<file path="src/rtl/seq_comparator_n.sv">
// rtl/seq_comparator_n.sv - digit-serial L/E/G magnitude comparator, MSB/LSB-first, signed/unsigned
module seq_comparator_n #(
    parameter int DIGIT_W    = 1,
    parameter int NUM_DIGITS = 8
) (
    input  logic               clk,
    input  logic               rst,
    input  logic               start,
    input  logic               lsb_first,
    input  logic               is_signed,
    input  logic               in_valid,
    output logic               in_ready,
    input  logic [DIGIT_W-1:0] a_digit,
    input  logic [DIGIT_W-1:0] b_digit,
    output logic [2:0]         out,
    output logic               done,
    output logic               busy
);

    localparam int CNT_W = $clog2(NUM_DIGITS + 1);
    localparam logic [CNT_W-1:0] LAST = CNT_W'(NUM_DIGITS - 1);

    typedef enum logic [1:0] {IDLE, RUN, DONE} state_t;
    typedef enum logic [1:0] {REL_EQ, REL_LT, REL_GT} rel_t;

    state_t           state, state_nxt;
    rel_t             rel, digit_rel;
    logic [CNT_W-1:0] count;
    logic             lsb_q, signed_q, done_q;
    logic             accept, msd, last_beat, digit_lt;

    assign in_ready  = (state == RUN);
    assign busy      = (state == RUN);
    assign done      = done_q;
    // start wins over data in the same cycle, so that beat is dropped
    assign accept    = in_ready && in_valid && !start;
    assign last_beat = (count == LAST);
    assign msd       = lsb_q ? last_beat : (count == '0);

    always_comb begin
        digit_lt  = 1'b0;
        digit_rel = REL_EQ;
        if (a_digit != b_digit) begin
            if (signed_q && msd)
                digit_lt = ($signed(a_digit) < $signed(b_digit));
            else
                digit_lt = (a_digit < b_digit);
            digit_rel = digit_lt ? REL_LT : REL_GT;
        end
    end

    always_comb begin
        state_nxt = state;
        out       = 3'b000;
        if (start) begin
            state_nxt = RUN;
        end else if (state == RUN && accept && last_beat) begin
            state_nxt = DONE;
        end
        if (state == DONE) begin
            case (rel)
                REL_LT:  out = 3'b100;
                REL_GT:  out = 3'b001;
                default: out = 3'b010;
            endcase
        end
    end

    always_ff @(posedge clk) begin
        if (rst) begin
            state    <= IDLE;
            count    <= '0;
            rel      <= REL_EQ;
            lsb_q    <= 1'b0;
            signed_q <= 1'b0;
            done_q   <= 1'b0;
        end else begin
            state  <= state_nxt;
            done_q <= accept && last_beat;
            if (start) begin
                count    <= '0;
                rel      <= REL_EQ;
                lsb_q    <= lsb_first;
                signed_q <= is_signed;
            end else if (accept) begin
                count <= count + CNT_W'(1);
                // MSB-first: first difference sticks; LSB-first: latest difference wins
                if (lsb_q ? (digit_rel != REL_EQ) : (rel == REL_EQ))
                    rel <= digit_rel;
            end
        end
    end

endmodule

</file>
<file path="config.mk">
export PLATFORM = sky130hd
export DESIGN_NAME = seq_comparator_n
export DESIGN_NICKNAME = d
export VERILOG_FILES = /design/src/rtl/seq_comparator_n.sv
export SDC_FILE = /design/constraint.sdc
export NUM_CORES = 1
export LEC_CHECK = 0
export CAP_MARGIN = 25
export CORE_AREA = 5 5 42 44
export DETAILED_ROUTE_END_ITERATION = 16
export DIE_AREA = 0 0 47 49
export MAX_ROUTING_LAYER = met4
export PLACE_DENSITY = 0.76
export SKIP_CTS_REPAIR_TIMING = 1
export SLEW_MARGIN = 20
export SYNTH_ARGS = -nofsm -noshare
export SYNTH_HDL_FRONTEND = slang
export SYNTH_SLANG_ARGS = --single-unit
export TNS_END_PERCENT = 1
</file>
<file path="constraint.sdc">
create_clock -name clk -period 2.9 [get_ports clk]
set_input_delay 0.725 -clock clk [delete_from_list [all_inputs] [get_ports clk]]
set_output_delay 0.725 -clock clk [all_outputs]
set_load 0.02 [all_outputs]
</file>
## After elaboration in Yosys (flattened, before gate mapping)

Index checks and enable logic that the tools add are counted.

- Register bits: 11
- Memory bits (writable): 0
- Memories: 0
- Word-level logic and storage cells: 39
- Output and inout bits: 6
- Latch bits: 0
- Input port bits: 8
- Memory bits (read-only): 0

- Shift operators: 0
- $add $sub $neg: 1
- Equality and inequality tests: 6
- Multiply operators: 0
- $lt $le $gt $ge: 2
- Div/mod/pow operators: 0
- Bitwise logic cells: 0
- Multiplexer cells: 10
- Reduce and logical (&&, ||, !) cells: 13

Operator list:

| cell | count |
|---|---|
| 1-bit logical AND | 6 |
| 1-bit 2-to-1 mux | 6 |
| 3-bit case mux with 2 select lines | 1 |
| 4-bit by 1-bit adder with 4-bit output (second input constant) | 1 |
| 2-bit by 1-bit equality test with 1-bit output (second input constant) | 2 |
| 2-bit equality test (second input constant) | 2 |
| 4-bit by 3-bit equality test with 1-bit output (second input constant) | 1 |
| 4-bit zero test | 1 |
| 2-bit 2-to-1 mux | 2 |
| 2-bit nonzero test | 2 |
| 3-bit 2-to-1 mux | 1 |
| 2-bit zero test | 1 |
| 1-bit less-than comparator | 2 |
| 2-bit AND reduction | 1 |
| 2-bit OR reduction | 1 |
| 1-bit zero test | 1 |
| 1-bit != test | 1 |

## Logic depth before layout (Yosys ltp)

Gate-level depths: netlist of the first run.

- Depth after elaboration: 10
- Gate-level depth with buffers: 6

## Worst setup path before layout of the first run

OpenSTA, ideal clock, no wires.

- Path type: register -> output
- From: register rel[0]
- To: output port out[1]
- Stages on the path, launching flop included: 4
- Path slack: 0.987 ns
- Arrival: 1.188 ns
- Cell sequence: dfxtp_1 > inv_1 > ha_1 > nor3b_1

- Cells in the longest elaborated chain, start to end: 3
- Elaborated cells between the ends (all ways): 4
- Those cells by class: eq/ne: 2; mux: 2

Ends and longest elaborated chain:

| item | RTL line | RTL |
|---|---|---|
| from (decl) | 27 | `rel_t rel, digit_rel;` |
| from (signal assigned) | 89 | `rel <= digit_rel;` |
| 2-bit equality test / 2-bit by 1-bit equality test with 1-bit output (equally long branches) | 61 | `case (rel)` |
| 3-bit case mux with 2 select lines (*) | 61 |  |
| 3-bit 2-to-1 mux (*) | 60 | `if (state == DONE) begin` |
| to (decl) | 15 | `output logic [2:0] out,` |

Mark *: on every way between the ends. The rest lies on a longest branch, timed or not.

## Worst setup path after layout of the first run

Ends and elaborated chain as after synthesis.

==> metrics, run 1 <==
Final Hold Slack 0.512 ns; antenna violations before repair 0; CTS sink count 11; LEAKAGE 0.342 nW; GPL Wtd Cong 0.762; CTS tree done; busiest metal layer after global routing met2; RSZ-0062 raised after global routing false; sequential share of the synthesized area 34.9%; VDD IR max 0.263 mV; Via Count 485; worst-path fanout max 3; synthesized area per cell 9.43 um2; WS Path Type reg -> out; Routed Wire Length 1220 um; Post-DP HPWL 955 um; area of the core 1400 um2; GR Util met2 20.6%; Slew Viols, Final 0; Nets 98; clock-pin transition on the worst setup and hold timing paths 0.07 ns; M1 GR Usage 12.7%; DRT Pass-1 Iters 3; Root Driver clkbuf_4; Worst setup SP type register; pwr/cell area 380 nW/um2; largest net degree at the start of global routing 8; Clock Latency Late Sink 0.26 ns; top cells by area, synth dfxtp_1 (35%), ha_1 (14%), nor2_1 (6.5%); Synth area leader dfxtp_1; Residual DRC 0; die height 49 um; die width 47 um; Period Utilization, post-route 86.3%; run status complete, no violations; Final min period 2.50 ns; most common cell after layout, fill and taps aside clkdlybuf4s50_1; post-synth top area share 34.9%; Worst Tran Pin Value 0.274 ns; Hold Fails Final Rpt 0; layout cells sized above 1 11.0%; Post-Place Cells 94; H-Tree Depth 1; Synth Flop Type dfxtp_1; synthesized instance count 67; FMAX 400 MHz; global-route wire length before repair 1990 um; path depth of the worst reg2reg path 6; total CTS buffers 3; Via density 4.95; Mapped Nets 82; DP Area 771 um2; Synthesis Warnings 0; grt ovf 0; Die Footprint 2300 um2; # IOs 14; CTS Buffer Depth 2; post-synthesis register bit count 11; IO Port Bufs 13; M3 GR Usage 5.54%; number of global-route vias before repair 492; WHS Path Cells 2; Antenna Diode Count 0; ANT nets after route 0; clk_skew 0.00272 ns; Area Growth Syn to Fin 26.1%; relative slew slack 81.8%; fin area 797 um2; final std cells w/o fill 98; Yosys cell types 27; placement row count 14; GR Util All Layers 12.5%; Initial Utilization 45.1%; Initial DRC Count 8; Syn Std Cell Area 632 um2; WL/cell 12.4 um; fillers 141; Arrival @ worst endpoint 1.78 ns; final-report setup violation count 0; Async S/R FF share, synth 0%; Req. time, crit path 2.17 ns; Post-synth EDFFs 0; Hold/Removal Path Class reg -> reg; maxcap violations 0; setup_tns 0 ns; CP endpoint kind output port; footprint of the multi-input gates 378 um2; Reg area 220 um2; commonest non-fill, non-tap cells in the layout clkdlybuf4s50_1 (13), nor2_1 (11), dfxtp_1 (11)
state kept, by name, indices dropped and copies added (netlist names):
| name | count |
|---|---|
| done | 1 |
| state | 2 |
| rel | 2 |
| count | 4 |
| signed_q | 1 |
| lsb_q | 1 |
cell families (layout without fill, tap and decap cells):
kind of cell	count (synthesis)	count (layout)	share of synthesized area, %
and+or+nand+nor	30	30	27.5
DFF	11	11	34.9
buffers and inverters	8	23	5.35
adders and majority gates	7	7	13.9
AOI/OAI and AO/OA	5	5	9.50
xor gates and xnor gates	3	3	4.16
muxes	3	3	4.75
final timing paths:
check	from	endpoint	slack, ns
max	rel[0]$_SDFFE_PP0P_	out[1]	0.40
min	rel[1]$_SDFFE_PP0P_	rel[1]$_SDFFE_PP0P_	0.51
max reg2reg	count[0]$_SDFFE_PP0N_	rel[1]$_SDFFE_PP0P_	1.53
min reg2reg	rel[1]$_SDFFE_PP0P_	rel[1]$_SDFFE_PP0P_	0.51
critical path, cell delays in order (launching register included):
cell and delay (ns):
dfxtp_1 0.36, inv_1 0.07, ha_1 0.29, nor3b_1 0.17, clkdlybuf4s50_1 0.63
layout make-up:
| class | instances | share of cell area, % |
|---|---|---|
| clock buffer | 4 | 3.30 |
| inverter | 6 | 2.83 |
| multi-input combinational | 48 | 47.4 |
| sequential | 11 | 27.6 |
| tap | 16 | 2.51 |
| timing repair buffer | 13 | 16.3 |
layer usage:
layer / share of wire [%] / wire [um]
met2: 54 / 652
met3: 3.5 / 42
met4: 0.33 / 4
met5: 0 / 0
met1: 42 / 516
through the flow:
step | setup slack [ns] | utilization [%] | total power [mW]
finish | 0.398 | 56.9 | 0.303
global route | 0.257 | 56.9 | 0.321
CTS | 0.377 | 56.9 | 0.310
detailed placement | 0.684 | 55.0 | 0.205
global placement | 0.704 | 55.0 | 0.203
floorplan | 0.987 | - | 0.185
report_power, final:
group / switching (mW) / internal, mW / leakage [nW]
combinational: 0.0204 / 0.0226 / 0.238
sequential: 0.00372 / 0.154 / 0.0894
clock: 0.0485 / 0.0532 / 0.0150
total: 0.0726 / 0.230 / 0.342
cells in the mapped netlist, drive strengths merged (2+ instances only):
cell,instances
ha,7
mux2i,3
nor2,11
nor3b,2
nor3,2
nand2,4
nor2b,2
inv,6
xor2,2
dfxtp,11
and3b,2
(Power assumes the default switching activity.)
==> run 2, diff against run 1 <==
Settings changed: CAP_MARGIN 25 to 40.
==> results of run 2 <==
The final DEF is identical to that of run 1; final timing and power are the same.
==> run 3, diff against run 2 <==
Settings changed: SKIP_CTS_REPAIR_TIMING 1 to unset.
==> results of run 3 <==
The final DEF is identical to that of run 1; final timing and power are the same.
